### config.mk
export PLATFORM = sky130hd
export DESIGN_NAME = armleocpu_ptw_arbiter
export DESIGN_NICKNAME = d
export VERILOG_FILES = /design/src/rtl/armleocpu_ptw_pkg.sv /design/src/rtl/armleocpu_ptw_arbiter.sv
export SDC_FILE = /design/constraint.sdc
export NUM_CORES = 1
export LEC_CHECK = 0
export CAP_MARGIN = 0
export CORE_UTILIZATION = 41
export DETAILED_ROUTE_END_ITERATION = 8
export PLACE_DENSITY_LB_ADDON = 0.08
export SYNTH_ARGS = -nofsm -noshare
export SYNTH_HDL_FRONTEND = slang
export SYNTH_SLANG_ARGS = --single-unit
### constraint.sdc
create_clock -name clk -period 2.75 [get_ports clk]
set_input_delay 0.275 -clock clk [delete_from_list [all_inputs] [get_ports clk]]
set_output_delay 0.275 -clock clk [all_outputs]
set_load 0.005 [all_outputs]
### src/rtl/armleocpu_ptw_pkg.sv
// Shared types for the PTW arbiter: FSM state encoding, port ids and the walk result record.
package armleocpu_ptw_pkg;

  typedef enum logic [1:0] {
    IDLE = 2'd0,
    WALK = 2'd1,
    RESP = 2'd2
  } state_t;

  localparam logic PORT_I = 1'b0;
  localparam logic PORT_D = 1'b1;

  typedef struct packed {
    logic        pagefault;
    logic        accessfault;
    logic [7:0]  access_bits;
    logic [21:0] phys;
  } ptw_result_t;

endpackage

### src/rtl/armleocpu_ptw_arbiter.sv
// Shares one page-table walker between the fetch (I) and load/store (D) MMUs.
// Define ARMLEOCPU_PTW_ARB_ROUND_ROBIN_EN for round-robin; otherwise D has fixed priority.
module armleocpu_ptw_arbiter
  import armleocpu_ptw_pkg::*;
#(
  parameter int CNT_W = 16
) (
  input  logic             clk,
  input  logic             rst,

  input  logic             i_req,
  input  logic [31:0]      i_vaddr,
  output logic             i_done,
  output logic             i_pagefault,
  output logic             i_accessfault,
  output logic [7:0]       i_access_bits,
  output logic [21:0]      i_phys,

  input  logic             d_req,
  input  logic [31:0]      d_vaddr,
  output logic             d_done,
  output logic             d_pagefault,
  output logic             d_accessfault,
  output logic [7:0]       d_access_bits,
  output logic [21:0]      d_phys,

  output logic             resolve_request,
  output logic [31:0]      resolve_virtual_address,
  input  logic             resolve_ack,
  input  logic             resolve_done,
  input  logic             resolve_pagefault,
  input  logic             resolve_accessfault,
  input  logic [7:0]       resolve_access_bits,
  input  logic [21:0]      resolve_physical_address,

  output logic [CNT_W-1:0] i_walk_cnt,
  output logic [CNT_W-1:0] d_walk_cnt,
  output state_t           dbg_state
);

  // Handshake: a port raises *_req with a stable *_vaddr and keeps it high
  // until it sees its one-cycle *_done; dropping *_req earlier abandons the walk.

  state_t      state, state_nxt;
  logic        grant;
  logic        grantee;
  logic        aborted;
  logic        grantee_req;
  logic        deliver;
  ptw_result_t res_q;
  logic        unused_ack;

  assign unused_ack = resolve_ack;

`ifdef ARMLEOCPU_PTW_ARB_ROUND_ROBIN_EN
  logic rr_ptr;

  always_comb begin
    grant = PORT_I;
    if (i_req && d_req) grant = rr_ptr;
    else if (d_req)     grant = PORT_D;
  end
`else
  always_comb begin
    grant = d_req ? PORT_D : PORT_I;
  end
`endif

  always_ff @(posedge clk) begin
    if (rst) state <= IDLE;
    else     state <= state_nxt;
  end

  always_comb begin
    state_nxt = state;
    case (state)
      IDLE:    if (i_req || d_req) state_nxt = WALK;
      WALK:    if (resolve_done)   state_nxt = RESP;
      RESP:    state_nxt = IDLE;
      default: state_nxt = IDLE;
    endcase
  end

  assign grantee_req = (grantee == PORT_D) ? d_req : i_req;

  always_ff @(posedge clk) begin
    if (rst) begin
      grantee                 <= PORT_I;
      aborted                 <= 1'b0;
      resolve_virtual_address <= 32'd0;
      res_q                   <= '0;
      i_walk_cnt              <= '0;
      d_walk_cnt              <= '0;
`ifdef ARMLEOCPU_PTW_ARB_ROUND_ROBIN_EN
      rr_ptr                  <= PORT_I;
`endif
    end else begin
      case (state)
        IDLE: if (i_req || d_req) begin
          grantee                 <= grant;
          aborted                 <= 1'b0;
          resolve_virtual_address <= (grant == PORT_D) ? d_vaddr : i_vaddr;
`ifdef ARMLEOCPU_PTW_ARB_ROUND_ROBIN_EN
          rr_ptr                  <= ~grant;
`endif
        end
        WALK: begin
          // The PTW cannot be aborted, so a dropped request only marks the result as unwanted.
          if (!grantee_req) aborted <= 1'b1;
          if (resolve_done) begin
            res_q.pagefault   <= resolve_pagefault;
            res_q.accessfault <= resolve_accessfault;
            res_q.access_bits <= resolve_access_bits;
            res_q.phys        <= resolve_physical_address;
          end
        end
        RESP: if (deliver) begin
          if (grantee == PORT_I && i_walk_cnt != {CNT_W{1'b1}}) i_walk_cnt <= i_walk_cnt + 1'b1;
          if (grantee == PORT_D && d_walk_cnt != {CNT_W{1'b1}}) d_walk_cnt <= d_walk_cnt + 1'b1;
        end
        default: ;
      endcase
    end
  end

  always_comb begin
    dbg_state       = state;
    resolve_request = (state == WALK);
    deliver         = (state == RESP) && !aborted;
    i_done          = deliver && (grantee == PORT_I);
    d_done          = deliver && (grantee == PORT_D);

    i_pagefault   = i_done ? res_q.pagefault   : 1'b0;
    i_accessfault = i_done ? res_q.accessfault : 1'b0;
    i_access_bits = i_done ? res_q.access_bits : 8'd0;
    i_phys        = i_done ? res_q.phys        : 22'd0;

    d_pagefault   = d_done ? res_q.pagefault   : 1'b0;
    d_accessfault = d_done ? res_q.accessfault : 1'b0;
    d_access_bits = d_done ? res_q.access_bits : 8'd0;
    d_phys        = d_done ? res_q.phys        : 22'd0;
  end

endmodule

[Word level (Yosys, flattened, before mapping)]
Index checks and enable logic that the tools add are counted.
Word-level totals
  register bits: 100
  latch bits: 0
  RAM bits: 0
  bits in read-only memories: 0
  logic and storage cells: 52
  memories: 0
Cells by class
  add/sub/neg operators: 2
  $mul: 0
  divide/modulo/power cells: 0
  order comparisons: 0
  equality and inequality tests: 7
  shift operators: 0
  multiplexer cells: 17
  bitwise logic cells: 1
  reduce and logical (&&, ||, !) cells: 15
Operators with widths (count)
  two-way mux 22 bit: 2
  adder 16 x 1 -> 16 bit (second input constant): 2
  two-way mux 32 bit: 1
  != test 16 bit (second input constant): 2
  two-way mux 8 bit: 2
  AND reduction 3 bit: 3
  two-way mux 1 bit: 8
  AND reduction 2 bit: 3
  logical AND 1 bit: 5
  two-way mux 2 bit: 2
  != test 2 bit (second input constant): 2
  case mux 2 bit (2 select lines): 1
  equality test 2 x 1 -> 1 bit (second input constant): 1
  equality test 2 bit (second input constant): 1
  zero test 2 bit: 1
  != test 2 x 1 -> 1 bit (second input constant): 1
  case mux 1 bit (2 select lines): 1
  nonzero test 2 bit: 1
  zero test 1 bit: 1
  logical OR 1 bit: 1
  inverter 1 bit: 1

[Longest topological paths before layout]
Gate-level depths: netlist of the first run.
  depth in word-level cells: 4
  mapped depth: 7
  depth with buffers taken out: 6

[Worst setup path before layout of the first run]
Ideal clock, no wire load.
  kind: reg-to-reg
  start: register state[1] (netlist: dbg_state[1])
  end: register i_walk_cnt[9]
  setup time: 0.121 ns
  data arrival time: 1.839 ns
  data required time: 2.629 ns
  path slack: 0.790 ns
  stages on the path, launching flop included: 7
  cell sequence: dfxtp_1 or4b_4 inv_2 nand4_2 buf_6 nor4b_1 mux2_2
On the way
  word-level cells in the longest chain between the ends: 3
RTL lines
  start, declared: line armleocpu_ptw_arbiter.sv:44  | state_t state, state_nxt;
  start signal, assigned: line armleocpu_ptw_arbiter.sv:71  | else state <= state_nxt;
  equality test 2 bit (*): line armleocpu_ptw_arbiter.sv:98, armleocpu_ptw_arbiter.sv:129
  logical AND 1 bit: line armleocpu_ptw_arbiter.sv:129  | deliver = (state == RESP) && !aborted;
  AND reduction 3 bit (no source line) (*)
  end signal, assigned: line armleocpu_ptw_arbiter.sv:118  | if (grantee == PORT_I && i_walk_cnt != {CNT_W{1'b1}}) i_walk_cnt <= i_walk_cnt + 1'b1;
  end, declared: line armleocpu_ptw_arbiter.sv:36  | output logic [CNT_W-1:0] i_walk_cnt,
Mark *: on every way between the ends. The rest lies on a longest branch, timed or not.
A chain may end at the register's enable or synchronous reset.

[Worst setup path in the final report of the first run]
  start: register state[1] (netlist: dbg_state[1])
  end: output port i_access_bits[2]
On the way
  word-level cells in the longest chain between the ends: 4
RTL lines
  equality test 2 bit: line armleocpu_ptw_arbiter.sv:129
  logical AND 1 bit: line armleocpu_ptw_arbiter.sv:129
  logical AND 1 bit: line armleocpu_ptw_arbiter.sv:130  | i_done = deliver && (grantee == PORT_I);
  two-way mux 8 bit: line armleocpu_ptw_arbiter.sv:135  | i_access_bits = i_done ? res_q.access_bits : 8'd0;
  end, declared: line armleocpu_ptw_arbiter.sv:16  | output logic [7:0] i_access_bits,
Every way passes these cells.

==> results of run 1 <==
## flip-flops by register name (all words and copies together), names as in the netlist
register / flops
aborted: 1
i_walk_cnt: 16
res_q: 32
d_walk_cnt: 16
dbg_state: 2
grantee: 1
resolve_virtual_address: 32
## layout make-up
type,instances,area (um^2),area share
tap,140,175,0.0236
clock buffer,11,233,0.0313
clock inverter,4,75.1,0.0101
multi-input combinational,421,2520,0.339
timing repair buffer,242,2400,0.323
inverter,8,30.0,0.00404
sequential,100,2000,0.270
## repair_timing
item	CTS	global route
setup endpoints to repair	0	32
buffers inserted	0	0
resized for setup	0	1
hold endpoints to repair	0	0
## cells by family (layout without fill, tap and decap cells)
group,count (synthesis),in the layout,synth area share
xor+xnor,1,1,0.00186
buf+inv,48,265,0.0415
fa+ha+maj,2,2,0.00531
simple gates,259,259,0.285
compound gates,121,121,0.159
flops,100,100,0.425
mux,38,38,0.0816
## worst paths after layout
| kind | from | to | slack (ns) | cells past startpoint |
|---|---|---|---|---|
| setup / recovery | dbg_state[1] | i_access_bits[2] | 0.13 | 5 |
| hold / removal | rst | d_walk_cnt[8] | 0.43 | 2 |
| setup reg to reg | dbg_state[1] | i_walk_cnt[9] | 0.57 | 5 |
| hold reg to reg | res_q[15] | res_q[15] | 0.48 | 2 |
## stage by stage
step	hold slack, ns	total power, uW
4_1_cts	0.414	3460
6_report	0.429	3420
2_1_floorplan	0.411	1820
3_5_place_dp	0.465	2140
5_1_grt	0.452	3550
3_3_place_gp	0.459	2130
## routing by layer
metal	routed length [um]	up-vias	share of wire
met4	294	0	0.021
met5	0	-	0
met3	888	21	0.064
met2	7260	169	0.52
li1	-	2417	-
met1	5490	2259	0.39
## power breakdown
group | switching [uW] | internal, uW
Sequential | 51.6 | 1530
Clock | 519 | 793
Combinational | 216 | 309
Total | 786 | 2630
## cells in the final DEF (no fill, tap or decap), types with 12 or more instances in the layout
cell / count
clkdlybuf4s50_1: 231
mux2i_1: 35
o21ai_0: 12
and2_1: 67
nand2_1: 78
a21oi_1: 56
dfxtp_1: 100
a211oi_1: 32
nor2_1: 46
or3_1: 13
## critical path, delay by kind of cell (launching register included)
kind	cells	cell delay, ns
buffers and inverters	3	0.87
flip-flops	1	0.44
AND/OR/NAND/NOR	2	0.70
==> flow_metrics.py, run 1 <==
metrics = {
    "outcome": {
        "outcome": "completed",
    },
    "finish": {
        "utilization": 0.673,
        "synthToLayoutAreaGrowth_pct": 57.7,
        "num_antenna_cells": 0,
        "drive_gt1_frac": 0.0445,
        "fin_area_um2": 7430,
        "finalNonFillerCells": 926,
        "nNetsFinal": 886,
        "n_fill_cell": 905,
    },
    "power_and_ir_drop": {
        "power_density_nw_per_um2": 460,
        "p_leak_uw": 0.00268,
        "peakVddDrop_uv": 327,
    },
    "sta": {
        "setup_tns_ns": 0,
        "tightest_slew_ns": 0.801,
        "max_freq_mhz": 382,
        "skew_ns": 0.0104,
        "maxSlewHeadroom": 0.465,
        "setup_ws_ns": 0.131,
        "setup_violations": 0,
        "post-route-period-util": 0.952,
        "rsz0062_at_grt": "false",
        "hold_viol_final": 0,
        "period_needed_ns": 2.62,
        "final-max-slew-violation-count": 0,
    },
    "synthesis": {
        "async_flop_share": 0,
        "synth_ff_type": "dfxtp_1",
        "yosysSeqAreaShare": 0.425,
        "synth_edf_count": 0,
        "synth_area_um2": 4710,
        "ys_top_cells_by_count": "100 x dfxtp_1, 78 x nand2_1, 67 x and2_1",
        "yosysWarnings": 0,
        "ys_ff_latch": 100,
        "synthCells": 569,
        "synth_top_area_cell": "dfxtp_1",
        "yosysMostFrequentCell": "dfxtp_1",
        "syn_nets": 673,
        "synth.top_cell.area_share": 0.425,
        "synth.area.top_cells": "dfxtp_1 43%, and2_1 8.9%, mux2i_1 7.4%",
        "avgSynthCellArea_um2": 8.27,
        "synth_cell_type_count": 41,
    },
    "clocking": {
        "cts_made_buffers": 9,
        "cts_hold_buf": 0,
        "worst_skew_pair.late_latency_ns": 0.34,
        "cts_tree": "done",
        "clk_pin_slew_worst_paths_ns": 0.07,
        "h-tree-depth": 3,
        "clockRootBuffer": "clkbuf_16",
        "cts_sinks": 100,
        "clock_path_buffers": 2,
    },
    "route": {
        "ant_nets": 0,
        "routed_wl_mm": 13.9,
        "drt-pass1-iter-count": 4,
        "vias": 4866,
        "first_iter_violations": 278,
        "via_per_inst": 5.25,
        "remaining_drc_errors": 0,
        "wl_per_cell_um": 15.0,
    },
    "placement": {
        "place_area_um2": 7120,
        "portBuffers": 233,
        "pre_cts_ws_ns": 0.422,
        "hpwl_mm": 10.3,
        "globalplace.congestion": 0.809,
        "dp.cells": 911,
    },
    "critical_path": {
        "cp-start-kind": "flop",
        "end_kind": "output port",
        "crit_type": "flop to output port",
        "max_stage_delay_ns": 0.54,
        "worst_ep_arrival_time_ns": 2.34,
        "cpMaxStageDelayCell": "or4b_4",
        "critical_path.max_fanout": 35,
        "crit_chain": "or4b_4 > inv_2 > buf_6 > and2_1 > clkdlybuf4s50_1",
        "crit_required_ns": 2.48,
    },
    "global_routing": {
        "grt_pass1_wl_mm": 21.5,
        "grtUsageMet2": 0.418,
        "antenna_found_initial": 0,
        "track_usage": 0.229,
        "grtUsageMet3": 0.0640,
        "gr-total-overflow": 0,
        "grt_busiest_layer": "met2",
        "grt_max_degree": 66,
        "met1_usage": 0.252,
        "grt_pass1_vias": 4510,
    },
    "floorplan": {
        "dieArea_um2": 11900,
        "die_h_um": 109,
        "dieWidth_um": 109,
        "core.rowCount": 38,
        "core-area_um2": 11000,
        "start_util": 0.427,
        "io_pins": 235,
    },
    "run": {
        "max_cap_viol_count": 0,
    },
    "min_path": {
        "min_path_type": "input pin to flop",
    },
}
No activity file was read; power rests on OpenSTA's default activity.
==> inputs of run 2 (changes only) <==
--- a/config.mk
+++ b/config.mk
@@ -8,6 +8,7 @@
 export CAP_MARGIN = 0
 export CORE_UTILIZATION = 41
 export DETAILED_ROUTE_END_ITERATION = 8
+export HOLD_SLACK_MARGIN = 0.15
 export PLACE_DENSITY_LB_ADDON = 0.08
 export SYNTH_ARGS = -nofsm -noshare
 export SYNTH_HDL_FRONTEND = slang
==> results of run 2 <==
No change in the layout: final DEF, timing and power equal those of run 1.
==> inputs of run 3 (changes only) <==
==> constraint.sdc (replaced) <==
create_clock -name clk -period 2.62 [get_ports clk]
set_input_delay 0.262 -clock clk [delete_from_list [all_inputs] [get_ports clk]]
set_output_delay 0.262 -clock clk [all_outputs]
set_load 0.005 [all_outputs]
==> flow_metrics.py, run 3 (synthesized netlist as in run 1, its figures left out) <==
metrics = {
    "outcome": {
        "outcome": "completed",
    },
    "clocking": {
        "clk_pin_slew_worst_paths_ns": 0.06,
        "cts_setup_buffers": 0,
        "cts_tree": "done",
        "clockRootBuffer": "clkbuf_16",
        "clock_path_buffers": 2,
        "cts_sinks": 100,
        "worst_skew_pair.late_latency_ns": 0.34,
        "h-tree-depth": 3,
        "cts_made_buffers": 9,
    },
    "sta": {
        "setup_tns_ns": 0,
        "maxSlewHeadroom": 0.523,
        "setup_violations": 0,
        "skew_ns": 0.0111,
        "rsz0062_at_grt": "false",
        "period_needed_ns": 2.50,
        "post-route-period-util": 0.953,
        "max_freq_mhz": 400,
        "hold_viol_final": 0,
        "setup_ws_ns": 0.123,
        "tightest_slew_ns": 0.709,
        "final-max-slew-violation-count": 0,
    },
    "run": {
        "max_cap_viol_count": 0,
    },
    "placement": {
        "pre_cts_ws_ns": 0.408,
        "globalplace.congestion": 0.806,
        "hpwl_mm": 10.5,
        "portBuffers": 233,
    },
    "power_and_ir_drop": {
        "p_leak_uw": 0.00268,
        "power_density_nw_per_um2": 465,
        "peakVddDrop_uv": 300,
    },
    "critical_path": {
        "cp-start-kind": "flop",
        "crit_type": "flop to output port",
        "reg2reg_from": "dbg_state[0]",
        "crit_required_ns": 2.36,
        "rrSetupSlack_ns": 0.44,
        "r2r-end": "i_walk_cnt[9]",
        "end_kind": "output port",
        "worst_ep_arrival_time_ns": 2.24,
        "ff2ff_path_depth": 5,
        "critical_path.max_fanout": 35,
    },
    "finish": {
        "utilization": 0.675,
        "final_cell_mix": "231 x clkdlybuf4s50_1, 99 x dfxtp_1, 78 x nand2_1, 67 x and2_1, 56 x a21oi_1",
        "drive_gt1_frac": 0.0482,
        "multi_input_area_um2": 2520,
        "largest_registers": "res_q: 32 flops, resolve_virtual_address: 32 flops",
        "synthToLayoutAreaGrowth_pct": 58.1,
        "num_antenna_cells": 0,
        "register_area_um2": 2000,
        "n_fill_cell": 930,
        "mostFrequentLayoutCell": "clkdlybuf4s50_1",
        "nNetsFinal": 887,
    },
    "global_routing": {
        "track_usage": 0.233,
        "antenna_found_initial": 0,
        "grt_max_degree": 66,
        "gr-total-overflow": 0,
        "grt_pass1_wl_mm": 21.7,
        "grt_pass1_vias": 4636,
    },
    "min_path": {
        "hold_end": "dbg_state[0]",
        "min_path_type": "input pin to flop",
        "holdPathStages": 2,
        "worstHoldStart": "rst",
    },
    "floorplan": {
        "dieArea_um2": 11900,
        "start_util": 0.427,
        "dieWidth_um": 109,
        "core.rowCount": 38,
        "die_h_um": 109,
        "core-area_um2": 11000,
        "io_pins": 235,
    },
    "route": {
        "first_iter_violations": 263,
        "ant_nets": 0,
        "via_per_inst": 5.25,
        "wl_per_cell_um": 15.0,
        "routed_wl_mm": 14.0,
        "remaining_drc_errors": 0,
        "vias": 4868,
        "drt-pass1-iter-count": 4,
    },
}
==> run 3: changes by cell type in the layout (fill, tap and decap cells not counted) <==
cell and change:
dfxtp_1 -1, clkinvlp_4 -1, dfxtp_2 +1, inv_6 +1
bufinv_16 -2, inv_2 -1, buf_6 -1, clkbuf_8 +1
inv_4 +1, buf_4 -1, clkinv_4 +2, buf_12 +3
==> run 3: worst max path at each step <==
stage                      start       endpoint  slack (ns)  cells after the start
floorplan           dbg_state[1]  i_walk_cnt[9]        0.66                      6
global placement    dbg_state[1]  i_walk_cnt[9]        0.45                      5
detailed placement  dbg_state[1]  i_walk_cnt[9]        0.41                      5
CTS                 dbg_state[1]      i_phys[9]        0.03                      5
global route        dbg_state[0]     i_phys[13]        0.03                      5
finish              dbg_state[0]      i_phys[9]        0.12                      5
==> run 3: repair_timing <==
| action | in CTS | in global routing |
|---|---|---|
| hold buffers | 0 | 0 |
| resized for setup | 0 | 2 |
| setup endpoints to repair | 0 | 32 |
==> run 3: worst max-delay path, stage by stage (launching register included) <==
cell and delay, ns:
dfxtp_1 0.36, or4b_4 0.60, inv_4 0.12, buf_12 0.17, and2_1 0.15, clkdlybuf4s50_1 0.51
==> run 3: layout make-up <==
class	instances	share of cell area
Tap cell	140	0.0235
Multi-Input combinational cell	421	0.338
Clock buffer	12	0.0331
Clock inverter	4	0.00454
Timing Repair Buffer	243	0.327
Sequential cell	100	0.269
Inverter	8	0.00437
==> run 3: power breakdown <==
group	switching [uW]	internal (uW)	leakage (uW)
combinational	228	328	0.00173
clock	571	678	0.000133
sequential	53.3	1610	0.000817
total	853	2610	0.00268
==> run 3: per-layer routing <==
layer | up-vias | global-route usage | wire length, um
met1 | 2262 | 0.257 | 5550
met3 | 28 | 0.0669 | 841
li1 | 2429 | - | -
met4 | 0 | 0.0927 | 373
met2 | 149 | 0.417 | 7190
met5 | - | 0 | 0
==> run 3: per-stage QoR <==
step | cells | area, um^2 | total power [uW] | hold slack, ns
floorplan | 569 | 4710 | 1910 | 0.398
global placement | 912 | 7160 | 2240 | 0.456
detailed placement | 912 | 7160 | 2250 | 0.462
CTS | 928 | 7440 | 3500 | 0.393
global route | 928 | 7440 | 3610 | 0.413
finish | 928 | 7440 | 3460 | 0.399
